## src/rtl/input_pkg.sv

```systemverilog
// Shared types and helpers for the controller input conditioning path.
package input_pkg;

   typedef enum logic [1:0] {
      STABLE_LOW  = 2'd0,
      SETTLE_HIGH = 2'd1,
      STABLE_HIGH = 2'd2,
      SETTLE_LOW  = 2'd3
   } db_state_t;

   // Stable-time in core cycles; never below one confirmation cycle.
   function automatic int unsigned calc_db_cycles(input int unsigned clk_hz, input int unsigned us);
      int unsigned cyc;
      cyc = (clk_hz / 32'd1_000_000) * us;
      if (cyc < 32'd1) begin
         cyc = 32'd1;
      end else begin
         cyc = cyc;
      end
      return cyc;
   endfunction

endpackage

```

## src/rtl/debounce_bit.sv

```systemverilog
// One button bit: 2-FF synchroniser, settle/stable FSM with stability counter,
// registered clean level and one-cycle edge pulses.
module debounce_bit
   import input_pkg::*;
#(
   parameter int unsigned DB_CYCLES = 1,
   parameter int unsigned CW        = 1
) (
   input  logic clk,
   input  logic reset_n,
   input  logic freeze,
   input  logic raw,
   output logic level,
   output logic rise,
   output logic fall
);

   localparam logic [CW-1:0] DB_MAX = CW'(DB_CYCLES);
   localparam logic [CW-1:0] ONE    = CW'(1);

   logic      sync1_q, sync2_q;
   db_state_t state_q, state_d;
   logic [CW-1:0] count_q, count_d;
   logic      level_q, level_d;
   logic      rise_q, rise_d;
   logic      fall_q, fall_d;

   // Next-state, counter and output computation; freeze holds everything but the synchroniser.
   always_comb begin
      state_d = state_q;
      count_d = count_q;
      level_d = level_q;
      rise_d  = 1'b0;
      fall_d  = 1'b0;
      if (freeze) begin
         state_d = state_q;
      end else begin
         // Level trails the FSM by one register so pulses line up with the level change.
         level_d = (state_q == STABLE_HIGH) || (state_q == SETTLE_LOW);
         rise_d  = level_d & ~level_q;
         fall_d  = ~level_d & level_q;
         case (state_q)
            STABLE_LOW: begin
               if (sync2_q) begin
                  state_d = SETTLE_HIGH;
                  count_d = ONE;
               end else begin
                  count_d = '0;
               end
            end
            SETTLE_HIGH: begin
               if (!sync2_q) begin
                  state_d = STABLE_LOW;
                  count_d = '0;
               end else if (count_q == DB_MAX) begin
                  state_d = STABLE_HIGH;
                  count_d = '0;
               end else begin
                  count_d = count_q + ONE;
               end
            end
            STABLE_HIGH: begin
               if (!sync2_q) begin
                  state_d = SETTLE_LOW;
                  count_d = ONE;
               end else begin
                  count_d = '0;
               end
            end
            SETTLE_LOW: begin
               if (sync2_q) begin
                  state_d = STABLE_HIGH;
                  count_d = '0;
               end else if (count_q == DB_MAX) begin
                  state_d = STABLE_LOW;
                  count_d = '0;
               end else begin
                  count_d = count_q + ONE;
               end
            end
            default: begin
               state_d = STABLE_LOW;
               count_d = '0;
            end
         endcase
      end
   end

   // State, counter, synchroniser and output registers.
   always_ff @(posedge clk or negedge reset_n) begin
      if (!reset_n) begin
         sync1_q <= 1'b0;
         sync2_q <= 1'b0;
         state_q <= STABLE_LOW;
         count_q <= '0;
         level_q <= 1'b0;
         rise_q  <= 1'b0;
         fall_q  <= 1'b0;
      end else begin
         sync1_q <= raw;
         sync2_q <= sync1_q;
         state_q <= state_d;
         count_q <= count_d;
         level_q <= level_d;
         rise_q  <= rise_d;
         fall_q  <= fall_d;
      end
   end

   assign level = level_q;
   assign rise  = rise_q;
   assign fall  = fall_q;

endmodule

```

## src/rtl/button_debounce.sv

```systemverilog
// Per-button debouncer for the cont1_key bus: WIDTH independent debounce_bit lanes.
module button_debounce
   import input_pkg::*;
#(
   parameter int unsigned CLK         = 12_000_000,
   parameter int unsigned WIDTH       = 16,
   parameter int unsigned DEBOUNCE_US = 5000
) (
   input  logic             clk,
   input  logic             reset_n,
   input  logic             freeze,
   input  logic [WIDTH-1:0] btn_raw,
   output logic [WIDTH-1:0] btn_level,
   output logic [WIDTH-1:0] btn_rise,
   output logic [WIDTH-1:0] btn_fall
);

   localparam int unsigned DB_CYCLES = calc_db_cycles(CLK, DEBOUNCE_US);
   localparam int unsigned CW        = $clog2(DB_CYCLES + 1);

   for (genvar i = 0; i < WIDTH; i++) begin : g_bit
      debounce_bit #(
         .DB_CYCLES (DB_CYCLES),
         .CW        (CW)
      ) u_bit (
         .clk     (clk),
         .reset_n (reset_n),
         .freeze  (freeze),
         .raw     (btn_raw[i]),
         .level   (btn_level[i]),
         .rise    (btn_rise[i]),
         .fall    (btn_fall[i])
      );
   end

endmodule
```

## config.mk

```make
export PLATFORM = sky130hd
export DESIGN_NAME = button_debounce
export DESIGN_NICKNAME = d
export VERILOG_FILES = /design/src/rtl/input_pkg.sv /design/src/rtl/debounce_bit.sv /design/src/rtl/button_debounce.sv
export SDC_FILE = /design/constraint.sdc
export NUM_CORES = 1
export LEC_CHECK = 0
export ABC_AREA = 0
export CAP_MARGIN = 20
export CORE_ASPECT_RATIO = 0.6
export CORE_MARGIN = 3
export CORE_UTILIZATION = 35
export CTS_CLUSTER_DIAMETER = 30
export DETAILED_ROUTE_END_ITERATION = 8
export PLACE_DENSITY = 0.57
export SYNTH_ARGS = -nofsm -noshare
export SYNTH_HDL_FRONTEND = slang
export SYNTH_SLANG_ARGS = --single-unit
export TNS_END_PERCENT = 100
```

## constraint.sdc

```tcl
create_clock -name clk -period 3.6 [get_ports clk]
set_clock_uncertainty 0.05 [all_clocks]
set_input_delay 0.72 -clock clk [delete_from_list [all_inputs] [get_ports clk]]
set_output_delay 0.72 -clock clk [all_outputs]
set_load 0.01 [all_outputs]
```

==> results.sh <==
export IMPL_status="complete, no violations"
export IMPL_setup_tns_ps=0
export IMPL_path_clk_slew_ps=50
export IMPL_worstReg2RegStart="g_bit[1].u_bit.count_q[2]"
export IMPL_wire_per_inst_um=14.8
export IMPL_max_cap_viol_count=0
export IMPL_grt_use_total=0.146
export IMPL_cts_root_buf="clkbuf_16"
export IMPL_fmax_mhz=379
export IMPL_ios=67
export IMPL_cts_tree="done"
export IMPL_cp_start_kind="flop"
export IMPL_switching_share=0.286
export IMPL_finalHoldViolCount=0
export IMPL_yosys_top_cells_area="dfrtp_1, nand2_1, xor2_1, nor2_1, xnor2_1"
export IMPL_synthFlopType="dfrtp_1"
export IMPL_synth_largest_area_cell="dfrtp_1"
export IMPL_dr_pass1_iters=5
export IMPL_slew_viol_final=0
export IMPL_insertion_delay_ps=570
export IMPL_p_int_w=0.00945
export IMPL_synth_top_cell_area_share=0.507
export IMPL_ant_nets=0
export IMPL_timing_worst_setup_path_type="flop to flop"
export IMPL_cts_htree_levels=3
export IMPL_routed_wl_um=39400
export IMPL_slowest_stage="or4_1"
export IMPL_p_leak_nw=9.46
export IMPL_die_height_um=182
export IMPL_clock_sinks=368
export IMPL_finalPower_w=0.0132
export IMPL_power_density_nw_per_um2=613
export IMPL_required_ps=3990
export IMPL_hpwl_um=26500
export IMPL_p_clk_frac=0.469
export IMPL_synth_area_um2=18200
export IMPL_overflow=0
export IMPL_antenna_found_initial=1
export IMPL_period_share=0.734
export IMPL_synthCells=1869
export IMPL_vias=13500
export IMPL_critical_path_max_stage_delay_ps=540
export IMPL_grt_pass1_wl_um=66800
export IMPL_drt_initial_drc_count=1044
export IMPL_diodes=0
export IMPL_hold_path_class="primary input to async pin"
export IMPL_ys_ff_latch=368
export IMPL_drive_gt1_frac=0.0898
export IMPL_critPathLaunch="g_bit[1].u_bit.count_q[2]"
export IMPL_path_cells="or4_1 -> o41ai_4 -> nor2_1 -> buf_4 -> and3_1 -> a221o_1"
export IMPL_final_cell_mix="dfrtp_1, nand2_1, nor2_1"
export IMPL_p_sw_w=0.00379
export IMPL_syn_area_per_cell_um2=9.72
export IMPL_die_w_um=300
export IMPL_post_cts_buffers=0
export IMPL_seq_power_share=0.381
export IMPL_start_util=0.361
export IMPL_num_rows=63
export IMPL_layout_commonest_cell="dfrtp_1"
export IMPL_fin_crit_ps=2640
export IMPL_drc_errors=0
export IMPL_via_per_inst=5.07
export IMPL_synth_seq_area_share=0.507
export IMPL_nFillCells=4790
export IMPL_postCtsHoldBufs=0
export IMPL_clockBufferDepth=3
export IMPL_nNetsFinal=1972
export IMPL_first_global_vias=12900
export IMPL_yosysUniqueCellTypes=75
export IMPL_synthToLayoutAreaGrowth_pct=18.9
export IMPL_fin_util=0.429
export IMPL_comb_power_share=0.150
export IMPL_crit_fanout=13
export IMPL_grt_max_degree=91
export IMPL_numCtsBuffers=66
export IMPL_rsz0062_at_grt="false"
export IMPL_arrival_ps=3030
export IMPL_endpoint_kind="flop"
export IMPL_peakVddDrop_v=0.000303
export IMPL_yosysWarnings=0
export IMPL_async_reset_ff_frac=1.00
export IMPL_cts_resized=0
export IMPL_die_area_um2=54700
export IMPL_worstMarginPinSlew_ps=919
export IMPL_relSlewSlack=0.381
export IMPL_synth_edf_count=0
export IMPL_setup_violations_final=0
export IMPL_gp_congestion=0.818
export IMPL_core_area_um2=50300
export IMPL_numPortBuffers=66
export IMPL_synth_fp_nets=1920
==> registers in the layout, summed over array words and instances, names as in the netlist, named ones only <==
name and count:
g_bit.u_bit.rise 16, g_bit.u_bit.sync2_q 16, g_bit.u_bit.count_q 256, g_bit.u_bit.state_q 16, g_bit.u_bit.fall 16, g_bit.u_bit.sync1_q 16
g_bit.u_bit.level 16
==> per-stage QoR <==
step,worst slack (ps),instances,hold WS (ps),instance area [um2]
final,959,2654,138,21600
after global routing,771,2654,190,21600
after CTS,954,2654,149,21600
after detailed placement,960,2535,285,19300
after global placement,1030,2535,287,19300
after floorplan,1260,1869,281,18200
==> synth_stat cells (44+ instances only) <==
library cell  instances
xnor2_1              56
nand4_1              56
nand3_1              91
buf_4                48
nor2_1              202
xor2_1               94
nand2_1             238
dfrtp_1             368
o21ai_0              79
a21oi_1              52
inv_1                57
nor3_1               44
==> worst paths after layout <==
kind	end	slack (ps)	cells past startpoint
min reg2reg	g_bit[6].u_bit.sync2_q	290	0
max in group asynchronous	g_bit[4].u_bit.count_q[15]	2510	2
min	g_bit[5].u_bit.sync1_q	140	1
max	g_bit[1].u_bit.count_q[7]	960	6
min in group clk	g_bit[6].u_bit.sync2_q	290	0
max reg2reg	g_bit[1].u_bit.count_q[7]	960	6
==> routing by layer <==
metal | global-route usage | vias up | part of all wire
met5 | 0 | - | 0
met4 | 0.0395 | 0 | 0.015
met3 | 0.0314 | 58 | 0.040
met2 | 0.208 | 217 | 0.42
met1 | 0.221 | 6536 | 0.52
li1 | - | 6649 | -
==> cells by family after synthesis <==
logic type                 count (synthesis)  synth area share
AOI/OAI and AO/OA                        266            0.0947
and+or+nand+nor                          866             0.245
buffers and inverters                    164            0.0444
muxes                                     23            0.0141
DFF                                      368             0.507
adders and majority gates                 32            0.0220
xor gates and xnor gates                 150            0.0723
==> final cells by class <==
cell class | instances | area [um2] | area share
timing repair buffer | 91 | 917 | 0.0425
tap | 682 | 853 | 0.0395
multi-input combinational | 1337 | 8140 | 0.377
clock inverter | 35 | 394 | 0.0182
inverter | 57 | 216 | 0.0100
clock buffer | 84 | 1860 | 0.0863
sequential | 368 | 9210 | 0.426
==> critical path, delay by kind of cell (launching register included) <==
kind | cells | cell delay, ps
AOI/OAI and AO/OA | 2 | 780
buffers and inverters | 1 | 260
DFF | 1 | 440
and+or+nand+nor | 3 | 990
==> power by group through the flow <==
stage / sequential [W] / clock (W) / combinational, W
finish: 0.00504 / 0.00620 / 0.00199
detailed placement: 0.00511 / 0 / 0.00201
floorplan: 0.00496 / 0 / 0.00147
global route: 0.00512 / 0.00657 / 0.00227
CTS: 0.00505 / 0.00638 / 0.00202
global placement: 0.00509 / 0 / 0.00196
No activity file was read; power rests on OpenSTA's default activity.
